==> src/rtl/hazard_scoreboard.sv <==
`default_nettype none
// ============================================================================
// Module   : hazard_scoreboard
// Purpose  : Decode-stage register scoreboard. Tracks every in-flight register
//            write with a busy bit and, when forwarding is built in, a
//            bypass-readiness countdown. Produces the decode stall, the issue
//            strobe and per-operand forward-select flags.
// Options  : HAZARD_SCOREBOARD_FWD_EN
//              defined     -> countdown-based forwarding. A consumer issues
//                             from the bypass network as soon as the
//                             producer's latency has elapsed.
//              not defined -> no countdown storage. RAW hazards stall until
//                             writeback, fwd outputs are tied 0 and dec_lat
//                             is ignored.
// Ports    : clk, rst          clock, asynchronous active-high reset
//            dec_valid         decode holds a valid instruction
//            dec_rs1/rs2/rd    operand / destination register indices
//            dec_use_rs1/rs2   instruction reads that source
//            dec_wr_rd         instruction writes rd
//            dec_lat           producer latency before result is forwardable
//            exe_ready         downstream accepts an instruction this cycle
//            wb_valid, wb_rd   writeback commit of a register
//            stall_out         valid instruction blocked by a hazard
//            issue_out         valid instruction leaves decode this cycle
//            fwd1_out/fwd2_out source taken from bypass (valid with issue)
//            busy_vec_out      current busy bits (bit 0 always 0)
// Revision : 1.0 - initial release
// ============================================================================
module hazard_scoreboard #(
    parameter int REG_FILE_LEN = 32,
    parameter int MAX_LAT      = 7,
    parameter int LAT_W        = $clog2(MAX_LAT + 1)
) (
    input  logic                            clk,
    input  logic                            rst,
    input  logic                            dec_valid,
    input  logic [$clog2(REG_FILE_LEN)-1:0] dec_rs1,
    input  logic [$clog2(REG_FILE_LEN)-1:0] dec_rs2,
    input  logic [$clog2(REG_FILE_LEN)-1:0] dec_rd,
    input  logic                            dec_use_rs1,
    input  logic                            dec_use_rs2,
    input  logic                            dec_wr_rd,
    input  logic [LAT_W-1:0]                dec_lat,
    input  logic                            exe_ready,
    input  logic                            wb_valid,
    input  logic [$clog2(REG_FILE_LEN)-1:0] wb_rd,
    output logic                            stall_out,
    output logic                            issue_out,
    output logic                            fwd1_out,
    output logic                            fwd2_out,
    output logic [REG_FILE_LEN-1:0]         busy_vec_out
);

    localparam int C_IDX_W = $clog2(REG_FILE_LEN);

    logic [REG_FILE_LEN-1:0] r_busy;
    logic [REG_FILE_LEN-1:0] w_busy_nxt;
    logic [REG_FILE_LEN-1:0] w_wb_mask;
    logic [REG_FILE_LEN-1:0] w_eb;

    logic w_rs1_live;
    logic w_rs2_live;
    logic w_rs1_haz;
    logic w_rs2_haz;
    logic w_waw;
    logic w_hazard;
    logic w_load;

    // ------------------------------------------------------------------
    // Effective busy: a register committing this cycle already reads as
    // free, so a consumer waiting on it can issue in the writeback cycle.
    // ------------------------------------------------------------------
    always_comb begin
        w_wb_mask = '0;
        if (wb_valid) begin
            w_wb_mask[wb_rd] = 1'b1;
        end
    end

    assign w_eb = r_busy & ~w_wb_mask;

    // A source is "live" when it is read, nonzero and still owned by an
    // in-flight producer.
    assign w_rs1_live = dec_use_rs1 & (dec_rs1 != C_IDX_W'(0)) & w_eb[dec_rs1];
    assign w_rs2_live = dec_use_rs2 & (dec_rs2 != C_IDX_W'(0)) & w_eb[dec_rs2];

    // WAW always stalls, so an issuing write never targets a busy register.
    assign w_waw = dec_wr_rd & (dec_rd != C_IDX_W'(0)) & w_eb[dec_rd];

    assign w_hazard  = w_rs1_haz | w_rs2_haz | w_waw;
    assign stall_out = dec_valid & w_hazard;
    assign issue_out = dec_valid & ~w_hazard & exe_ready;
    assign w_load    = issue_out & dec_wr_rd & (dec_rd != C_IDX_W'(0));

    // ------------------------------------------------------------------
    // Busy bits: writeback clears, issue sets; the issue is applied last
    // so it wins on a same-register collision. Register 0 never tracks.
    // ------------------------------------------------------------------
    always_comb begin
        w_busy_nxt = r_busy;
        if (wb_valid) begin
            w_busy_nxt[wb_rd] = 1'b0;
        end
        if (w_load) begin
            w_busy_nxt[dec_rd] = 1'b1;
        end
        w_busy_nxt[0] = 1'b0;
    end

    always_ff @(posedge clk or posedge rst) begin
        if (rst) begin
            r_busy <= '0;
        end else begin
            r_busy <= w_busy_nxt;
        end
    end

    assign busy_vec_out = r_busy;

`ifdef HAZARD_SCOREBOARD_FWD_EN
    // ------------------------------------------------------------------
    // Bypass-readiness countdown. A source whose producer is still busy
    // but whose count has reached zero is available on the bypass network.
    // ------------------------------------------------------------------
    localparam logic [LAT_W-1:0] C_MAX_LAT = LAT_W'(MAX_LAT);

    logic [LAT_W-1:0] r_cnt     [REG_FILE_LEN];
    logic [LAT_W-1:0] w_cnt_nxt [REG_FILE_LEN];
    logic [LAT_W-1:0] w_lat;

    // Out-of-range latencies are clamped rather than trusted.
    assign w_lat = (dec_lat > C_MAX_LAT) ? C_MAX_LAT : dec_lat;

    assign w_rs1_haz = w_rs1_live & (r_cnt[dec_rs1] != LAT_W'(0));
    assign w_rs2_haz = w_rs2_live & (r_cnt[dec_rs2] != LAT_W'(0));
    assign fwd1_out  = w_rs1_live & (r_cnt[dec_rs1] == LAT_W'(0));
    assign fwd2_out  = w_rs2_live & (r_cnt[dec_rs2] == LAT_W'(0));

    always_comb begin
        for (int i = 0; i < REG_FILE_LEN; i++) begin
            w_cnt_nxt[i] = (r_cnt[i] != LAT_W'(0)) ? (r_cnt[i] - LAT_W'(1)) : LAT_W'(0);
        end
        if (wb_valid) begin
            w_cnt_nxt[wb_rd] = '0;
        end
        // A freshly loaded entry is not decremented in its load cycle.
        if (w_load) begin
            w_cnt_nxt[dec_rd] = w_lat;
        end
        w_cnt_nxt[0] = '0;
    end

    always_ff @(posedge clk or posedge rst) begin
        if (rst) begin
            for (int i = 0; i < REG_FILE_LEN; i++) begin
                r_cnt[i] <= '0;
            end
        end else begin
            r_cnt <= w_cnt_nxt;
        end
    end
`else
    // Without forwarding a RAW dependency simply waits for writeback and
    // the producer latency carries no information.
    logic w_unused_lat;

    assign w_unused_lat = ^dec_lat;
    assign w_rs1_haz    = w_rs1_live;
    assign w_rs2_haz    = w_rs2_live;
    assign fwd1_out     = 1'b0;
    assign fwd2_out     = 1'b0;
`endif

endmodule
`default_nettype wire
==> config.mk <==
export PLATFORM = sky130hd
export DESIGN_NAME = hazard_scoreboard
export DESIGN_NICKNAME = d
export VERILOG_FILES = /design/src/rtl/hazard_scoreboard.sv
export SDC_FILE = /design/constraint.sdc
export NUM_CORES = 1
export LEC_CHECK = 0
export BUFFER_PORTS_ARGS = -buffer_cell sky130_fd_sc_hd__clkbuf_2
export CORE_MARGIN = 2
export CORE_UTILIZATION = 40
export DETAILED_ROUTE_END_ITERATION = 12
export GPL_TIMING_DRIVEN = 0
export PLACE_DENSITY_LB_ADDON = 0.1
export SYNTH_ARGS = -nofsm -noshare
export SYNTH_HDL_FRONTEND = slang
export SYNTH_SLANG_ARGS = --single-unit
==> constraint.sdc <==
create_clock -name clk -period 3.8 [get_ports clk]
set_clock_uncertainty 0.15 [all_clocks]
set_input_delay 0.38 -clock clk [delete_from_list [all_inputs] [get_ports clk]]
set_output_delay 0.38 -clock clk [all_outputs]
set_load 0.02 [all_outputs]
## Word-level counts from Yosys, hierarchy flattened

Cells that the tools add are included.

- $lt $le $gt $ge: 6
- Multiplexer cells: 13
- Bitwise gates (word level): 19
- Reductions and logical operators: 5

Operators with widths:

| cell | count |
|---|---|
| 32-bit two-way mux | 3 |
| 32-bit bitwise AND | 2 |
| 32-bit NOT | 2 |
| 32-bit OR | 1 |
| 5-bit by 6-bit < comparator with 1-bit output, second input constant | 4 |
| 1-bit binary-select mux with 5-bit select | 3 |
| 5-bit nonzero test | 3 |
| 1-bit bitwise AND | 11 |
| 1-bit demux with 5-bit select | 2 |
| 5-bit by 1-bit greater-or-equal comparator with 1-bit output, second input constant | 2 |
| 1-bit two-way mux | 5 |
| 1-bit logical AND | 2 |
| 1-bit OR | 2 |
| 1-bit NOT | 1 |

- Register bits: 31
- Bits of input ports: 31
- Output and inout port bits: 36
- Word-level logic and storage cells: 44

## Longest topological paths before layout

Gate-level depths: netlist (run 1).

- Word-level depth: 18
- Gate-level depth with buffers: 10
- Gate-level depth less buffers: 7

## Least setup slack after synthesis (run 1)

No wires, ideal clock.

- Kind: input to output
- Start point: in wb_rd[3]
- End point: out issue_out
- Arrival: 2.820 ns
- Required time: 3.270 ns
- Path slack: 0.450 ns
- Stages on the path: 10
- Buffers on the path: 3
- Cells stage by stage: buf_4 -> or4b_1 -> buf_2 -> o21ai_1 -> o31ai_1 -> or4_1 -> nand3_2 -> o22ai_4 -> buf_2 -> nor3_1

- Word-level cells in the longest chain between the ends: 15
- Elaborated cells on any way between the ends: 22
- Classes of those cells: order compare (2); mux (9); bitwise (10); reduce/logical (1)

RTL lines:

| what | line | RTL |
|---|---|---|
| start, declared | 46 | `input logic [$clog2(REG_FILE_LEN)-1:0] wb_rd,` |
| 5-bit by 6-bit < comparator with 1-bit output (implied by the code) / 5-bit by 1-bit greater-or-equal comparator with 1-bit output (equally long branches) | 76 | `w_wb_mask[wb_rd] = 1'b1;` |
| 1-bit logical AND (implied by the code) | 76 |  |
| 1-bit two-way mux (implied by the code) | 76 |  |
| 1-bit demux with 5-bit select * | 76 |  |
| 32-bit two-way mux * | 75 | `if (wb_valid) begin` |
| 32-bit NOT * | 80 | `assign w_eb = r_busy & ~w_wb_mask;` |
| 32-bit bitwise AND * | 80 |  |
| 1-bit binary-select mux with 5-bit select (on tied branches) | 84, 85 |  |
| 1-bit two-way mux (on tied branches) | 84, 85 |  |
| 1-bit bitwise AND (on tied branches) | 84, 85 |  |
| 1-bit OR | 90 | `assign w_hazard = w_rs1_haz \| w_rs2_haz \| w_waw;` |
| 1-bit OR * | 90 |  |
| 1-bit NOT * | 92 | `assign issue_out = dec_valid & ~w_hazard & exe_ready;` |
| 1-bit bitwise AND * (2 in a row) | 92 |  |
| end, declared | 48 | `output logic issue_out,` |

Mark *: on every way between the ends. The rest lies on a longest branch, timed or not. The select of a mux whose other input is x is not followed.

## Worst setup path after layout (run 1)

- Start point: in wb_rd[4]
- End point: out stall_out

- Word-level cells in the longest chain between the ends: 13
- Elaborated cells on any way between the ends: 20
- Classes of those cells: order compare (2); mux (9); bitwise (8); reduce/logical (1)

RTL lines:

| what | line | RTL |
|---|---|---|
| 5-bit by 6-bit < comparator with 1-bit output (implied by the code) / 5-bit by 1-bit greater-or-equal comparator with 1-bit output (equally long branches) | 76 |  |
| 1-bit logical AND (implied by the code) | 76 |  |
| 1-bit two-way mux (implied by the code) | 76 |  |
| 1-bit demux with 5-bit select * | 76 |  |
| 32-bit two-way mux * | 75 |  |
| 32-bit NOT * | 80 |  |
| 32-bit bitwise AND * | 80 |  |
| 1-bit binary-select mux with 5-bit select (on tied branches) | 84, 85 |  |
| 1-bit two-way mux (on tied branches) | 84, 85 |  |
| 1-bit bitwise AND (on tied branches) | 84, 85 |  |
| 1-bit OR | 90 |  |
| 1-bit OR * | 90 |  |
| 1-bit bitwise AND * | 91 | `assign stall_out = dec_valid & w_hazard;` |
| end, declared | 47 | `output logic stall_out,` |

Marks and branches as above.

==> run metrics, run 1 <==
final setup violation count 0; Antenna Cells 0; RSZ-0062 raised after global routing false; Mapped Avg Cell Area 8.50 sq um; Final period util 96.3%; Mapped Cells approximately 350; combinational power share 34.8%; Hold/Removal Path Class input port to asynchronous set/reset pin; largest net degree at the start of global routing 32; Die Y-Extent approximately 90 um; CP max FO 10; area of the multi-input gates between 1500 and 2000 sq um; First-pass DRT Iterations 5; total CTS buffers 5; CTS tree done; status completed; die width 89.6 um; Pint 0.654 mW; Cell Pwr Density about 300 nW/um^2; Synth Area in XOR/XNOR 0.896%; top cell type's share of synthesized area 26.5%; gr ovfl total 0; initial DRC count a little under 300; Seq pwr share 37.9%; Reg area 776 sq um; Reg clk slew, reported paths 0.06 ns; Fillers 727; post-synthesis sequential area ratio 26.5%; Final Instance Area 3470 sq um; synthesized flop and latch total 31; main flop type after synthesis dfrtp_1; IO Count 67; main area contributors after synthesis dfrtp_1 (26%), o21ai_0 (6.0%), o21ai_1 (6.0%); layout cell share with drive strength beyond 1 between 20 and 30%; Yosys cell types 68; Yosys warning count 0; Initial Utilization 40.9%; Core Footprint 7180 sq um; post-synthesis mux area share 8.40%; maxcap violations 0; Port Buffers 52; relative slew slack 21.9%; vias per cell approximately 6.4; nets ~440; Peak VDD IR 0.136 mV; Post-Synth Simple-Gate Area between 20% and 30%; vias between 3k and 4k; clock share of power 27.3%; post-synthesis compound-gate area fraction 31.3%; Syn-to-layout area delta 18.4%; Setup crit end kind primary output; switching share of power about 38%; worst skew pair latency 0.28 ns; initial antenna violation count 0; Pwr Total 1.05 mW; area of the mapped netlist 2930 sq um; Async SR Flop Fraction 100%; Slew @ Worst Pin ~1.2 ns; count of hold-fix buffers inserted at cts 0; largest family of logic cells by synthesized area compound AO/OA/AOI/OAI gates; setup TNS 0 ns; number of synthesized flops with an enable pin 0; first-pass GRT wire length about 17000 um; synthesized-area fraction occupied by adder cells 0%; max-slew violation count 0; Leakage ~1.4 nW; row count 31; HPWL Detailed around 8600 um; Worst Path Arrival between 3 and 4 ns; fin util a little under 50%; Critical Path RT roughly 3.3 ns; max reg flops 31; total track usage 28.3%; worst setup path category input port to primary output; achievable frequency 273 MHz; Final Wtd Congestion 0.941; drc violations 0; clock root buffer clkbuf_8; Finished Layout Cells 507; min cycle time layout 3.66 ns; Fin. Hold Viols 0; DP Area 3320 sq um; crit path launch type input port; Yosys top cell by area dfrtp_1; P_sw between 0.3 and 0.4 mW; clk sinks 31; die area 8030 sq um; vias in the first global route approximately 3k; final wirelength between 10000 and 15000 um; Longest Clk Path Bufs 2; Avg WL per Cell 21.8 um; post-route ant nets 0; dpl cells 498; number of H-tree levels 2; Post-synth top cells o21ai_0 (35), o21ai_1 (35), dfrtp_1 (31)
power by group through the flow:
stage	Clock [mW]	Sequential (mW)	Combinational (mW)
3_5_place_dp	0	0.400	0.354
3_3_place_gp	0	0.400	0.355
2_1_floorplan	0	0.427	0.197
5_1_grt	0.300	0.401	0.394
4_1_cts	0.290	0.394	0.356
6_report	0.287	0.398	0.366
worst max-delay path, stage by stage:
cell and delay, ns:
clkbuf_2 0.17, nand2b_1 0.12, buf_2 0.21, o21ai_0 0.28, mux4_2 0.57, and2_0 0.17, o32a_1 0.33, o22ai_4 0.28
buf_2 0.31, o21a_1 0.14, clkbuf_2 0.16
kinds of logic (layout without fill, tap and decap cells):
| family | Yosys count | in the layout |
|---|---|---|
| buffers and inverters | 47 | 108 |
| muxes | 15 | 15 |
| AOI/OAI and AO/OA | 137 | 137 |
| DFF | 31 | 31 |
| xor gates and xnor gates | 3 | 3 |
| and+or+nand+nor | 111 | 111 |
| other | 1 | 3 |
metrics by stage:
| step | hold slack, ns | worst slack (ns) |
|---|---|---|
| after CTS | 0.257 | 0.102 |
| final | 0.233 | 0.141 |
| after detailed placement | 0.480 | -0.114 |
| after global placement | 0.473 | -0.0713 |
| after floorplan | 0.334 | 0.450 |
| after global routing | 0.269 | 0.00222 |
placed cells by master (no fill, tap or decap), types with 8 or more instances in the layout:
cell and count:
clkbuf_1 11, clkbuf_2 54, clkbuf_8 10, dfrtp_1 31, inv_1 11, nand2_1 13
nand4_1 25, nor2_1 14, nor2b_1 8, o2111ai_1 9, o211ai_1 20, o21ai_0 29
o21ai_1 36
repair_timing:
| action | 4_1_cts | 5_1_grt |
|---|---|---|
| buffers inserted | 0 | 1 |
| endpoints found under the setup margin | 2 | 2 |
| pin swaps | 0 | 1 |
| gates resized for setup | 2 | 17 |
cell type report:
cell class,count,area share [%]
clock buffer,8,2.88
tap,99,3.57
sequential,31,22.3
timing repair buffer,53,7.71
buffer,35,6.92
multi-input combinational,269,55.3
inverter,12,1.30
layer usage:
layer,part of all wire [%],track usage [%],up-vias
met2,47,46.4,194
met5,0,0,-
met4,1.7,8.14,0
met3,8.0,4.75,20
met1,43,38.5,1545
li1,-,-,1470
worst paths after layout:
kind / cells past startpoint / endpoint / slack [ns] / startpoint
min in group clk: 3 / busy_vec_out[25]$_DFF_PP0_ / 0.26 / exe_ready
worst max-delay path: 11 / stall_out / 0.14 / wb_rd[4]
worst min register to register: 2 / busy_vec_out[1]$_DFF_PP0_ / 0.48 / busy_vec_out[1]$_DFF_PP0_
worst max register to register: 7 / busy_vec_out[22]$_DFF_PP0_ / 1.11 / busy_vec_out[13]$_DFF_PP0_
worst min-delay path: 2 / busy_vec_out[30]$_DFF_PP0_ / 0.23 / rst
max in group asynchronous: 2 / busy_vec_out[25]$_DFF_PP0_ / 2.56 / rst
(Power assumes the default switching activity.)
==> run 2, diff against run 1 <==
--- a/config.mk
+++ b/config.mk
@@ -5,11 +5,11 @@
 export SDC_FILE = /design/constraint.sdc
 export NUM_CORES = 1
 export LEC_CHECK = 0
+export ABC_AREA = 1
 export BUFFER_PORTS_ARGS = -buffer_cell sky130_fd_sc_hd__clkbuf_2
-export CORE_MARGIN = 2
 export CORE_UTILIZATION = 40
 export DETAILED_ROUTE_END_ITERATION = 12
-export GPL_TIMING_DRIVEN = 0
+export GPL_TIMING_DRIVEN = 1
 export PLACE_DENSITY_LB_ADDON = 0.1
 export SYNTH_ARGS = -nofsm -noshare
 export SYNTH_HDL_FRONTEND = slang
==> run 2 against run 1 <==
Register-to-register slack gained 0.30 ns; cell count grew 24%; worst setup slack gained 0.66 ns; maximum frequency grew 22%; critical path type unchanged.
==> run metrics, run 2 <==
Yosys cell types 25 (was 68); vias 3545 (was 3229); clk sinks 31 (unchanged); CTS tree done (unchanged); # Post-CTS Setup Buffers 0 (unchanged); post-route ant nets 0 (unchanged); worst setup margin 0.798 ns (was 0.141 ns); CP max FO 9 (was 10); maxcap violations 0 (unchanged); Initial Utilization 41.8% (was 40.9%); post-synthesis sequential area ratio 27.2% (was 26.5%); die area 7480 sq um (was 8030 sq um); initial antenna violation count 0 (unchanged); synthesized flop and latch total 31 (unchanged); Critical Path RT 3.27 ns (about the same); min cycle time layout 3.00 ns (was 3.66 ns); largest net degree at the start of global routing 32 (unchanged); Pwr Total 0.972 mW (was 1.05 mW); Syn-to-layout area delta 13.6% (was 18.4%); Final period util 79.0% (was 96.3%); Avg WL per Cell 17.0 um (was 21.8 um); most common cell after layout, fill and taps aside nand2_1 (was clkbuf_2); Antenna Cells 0 (unchanged); Leakage 1.67 nW (was 1.36 nW); Core Footprint 6830 sq um (was 7180 sq um); most frequent cells in the layout nand2_1 (163), nand3_1 (98), clkbuf_2 (60) (was clkbuf_2 (54), o21ai_1 (36), dfrtp_1 (31)); Async SR Flop Fraction 100% (unchanged); total CTS buffers 5 (unchanged); gr ovfl total 0 (unchanged); DP Area 3150 sq um (was 3320 sq um); worst skew pair latency 0.29 ns (was 0.28 ns); main flop type after synthesis dfrtp_1 (unchanged); layout cell share with drive strength beyond 1 17.1% (was 27.5%); Yosys top cell by area dfrtp_1 (unchanged); Mapped Cells 480 (was 345); area of the multi-input gates 1810 sq um (was 1920 sq um); most frequent cell after synthesis nand2_1; Setup crit end kind primary output (unchanged); max reg flops 31 (unchanged); die width 86.5 um (was 89.6 um); status completed (unchanged); Final Wtd Congestion 0.927 (was 0.941); Hold/Removal Path Class flop to flop (was input port to asynchronous set/reset pin); row count 30 (was 31); RSZ-0062 raised after global routing false (unchanged); Cell Pwr Density 300 nW/um^2 (was 303 nW/um^2); crit path launch type input port (unchanged); relative slew slack 35.6% (was 21.9%); first-pass GRT wire length 16300 um (was 16700 um); Reg area 776 sq um (unchanged); Fillers 804 (was 727); Final Instance Area 3240 sq um (was 3470 sq um); Finished Layout Cells 628 (was 507); Post-synth top cells nand2_1 (163), nand3_1 (98), nor2_1 (55) (was o21ai_0 (35), o21ai_1 (35), dfrtp_1 (31)); Worst Path Arrival 2.47 ns (was 3.13 ns); vias in the first global route 3124 (was 3030); Die Y-Extent 86.5 um (was 89.6 um); top cell type's share of synthesized area 27.2% (was 26.5%); dpl cells 619 (was 498); fin util 47.5% (was 48.4%); area of the mapped netlist 2860 sq um (was 2930 sq um); pre-CTS setup slack 0.784 ns (was -0.114 ns); number of synthesized flops with an enable pin 0 (unchanged); IO Count 67 (unchanged); final hold slack 0.429 ns (was 0.233 ns); final wirelength 10700 um (was 11000 um); Slew @ Worst Pin 0.965 ns (was 1.17 ns); number of H-tree levels 2 (unchanged); First-pass DRT Iterations 5 (unchanged); total track usage 29.0% (was 28.3%); final setup violation count 0 (unchanged); Port Buffers 60 (was 52); drc violations 0 (unchanged); worst setup path category input port to primary output (unchanged); Longest Clk Path Bufs 2 (unchanged); Mapped Avg Cell Area 5.95 sq um (was 8.50 sq um); Yosys warning count 0 (unchanged); HPWL Detailed 7690 um (was 8600 um); max-slew violation count 0 (unchanged); Reg clk slew, reported paths 0.07 ns (was 0.06 ns); Fin. Hold Viols 0 (unchanged); main area contributors after synthesis dfrtp_1 (27%), nand2_1 (21%), nand3_1 (17%) (was dfrtp_1 (26%), o21ai_0 (6.0%), o21ai_1 (6.0%)); setup TNS 0 ns (unchanged); Peak VDD IR 0.131 mV (was 0.136 mV); nets 562 (was 438); initial DRC count 565 (was 292); vias per cell 5.64 (was 6.37); clock root buffer clkbuf_8 (unchanged); achievable frequency 333 MHz (was 273 MHz)
## run 2: layout make-up
class	count	area share (%)
inverters	35	4.05
multi-input cells	395	55.8
repair buffers	63	10.0
well taps	96	3.70
clock inverters	1	0.154
clock buffers	7	2.35
flip-flops and latches	31	23.9
## run 2: cell families after synthesis
| kind of cell | after synthesis | synth area share (%) |
|---|---|---|
| AND/OR/NAND/NOR | 372 | 59.1 |
| buffers and inverters | 56 | 9.72 |
| flip-flops | 31 | 27.2 |
| AO/OA/AOI/OAI | 20 | 3.90 |
| other | 1 | 0.131 |
## run 2: what timing repair did
action / CTS / global route
endpoints found under the hold margin: 12 / 0
endpoints found under the setup margin: 0 / 0
hold buffers: 1 / 0
gates resized for setup: 0 / 0
## run 2: critical path: stages
cell      delay, ns
clkbuf_2       0.25
clkinv_1       0.40
nand3_1        0.22
nand3_1        0.12
nand2_1        0.11
nand2_1        0.06
nand2_1        0.05
nor2_1         0.03
nor2_1         0.42
o21ai_0        0.18
inv_1          0.08
clkbuf_2       0.16
## run 2: routing by layer
| metal | routed length, um | global-route usage, % |
|---|---|---|
| met1 | 4490 | 40.4 |
| met2 | 4620 | 44.2 |
| met3 | 1180 | 6.00 |
| met4 | 359 | 10.8 |
| met5 | 0 | 0 |
## run 2: report_power, final
| group | switching, mW | internal (mW) |
|---|---|---|
| registers | 0.0311 | 0.357 |
| clock network | 0.131 | 0.129 |
| logic | 0.233 | 0.0922 |
## run 2: worst paths after layout
| kind | from | end | slack [ns] | depth (start not counted) |
|---|---|---|---|---|
| min in group asynchronous | rst | busy_vec_out[5]$_DFF_PP0_ | 0.49 | 3 |
| worst max register to register | busy_vec_out[3]$_DFF_PP0_ | busy_vec_out[24]$_DFF_PP0_ | 1.41 | 11 |
| worst max-delay path | dec_rs1[1] | stall_out | 0.80 | 12 |
| max in group asynchronous | rst | busy_vec_out[29]$_DFF_PP0_ | 2.33 | 4 |
| worst min register to register | busy_vec_out[8]$_DFF_PP0_ | busy_vec_out[8]$_DFF_PP0_ | 0.43 | 2 |
| worst min-delay path | busy_vec_out[8]$_DFF_PP0_ | busy_vec_out[8]$_DFF_PP0_ | 0.43 | 2 |
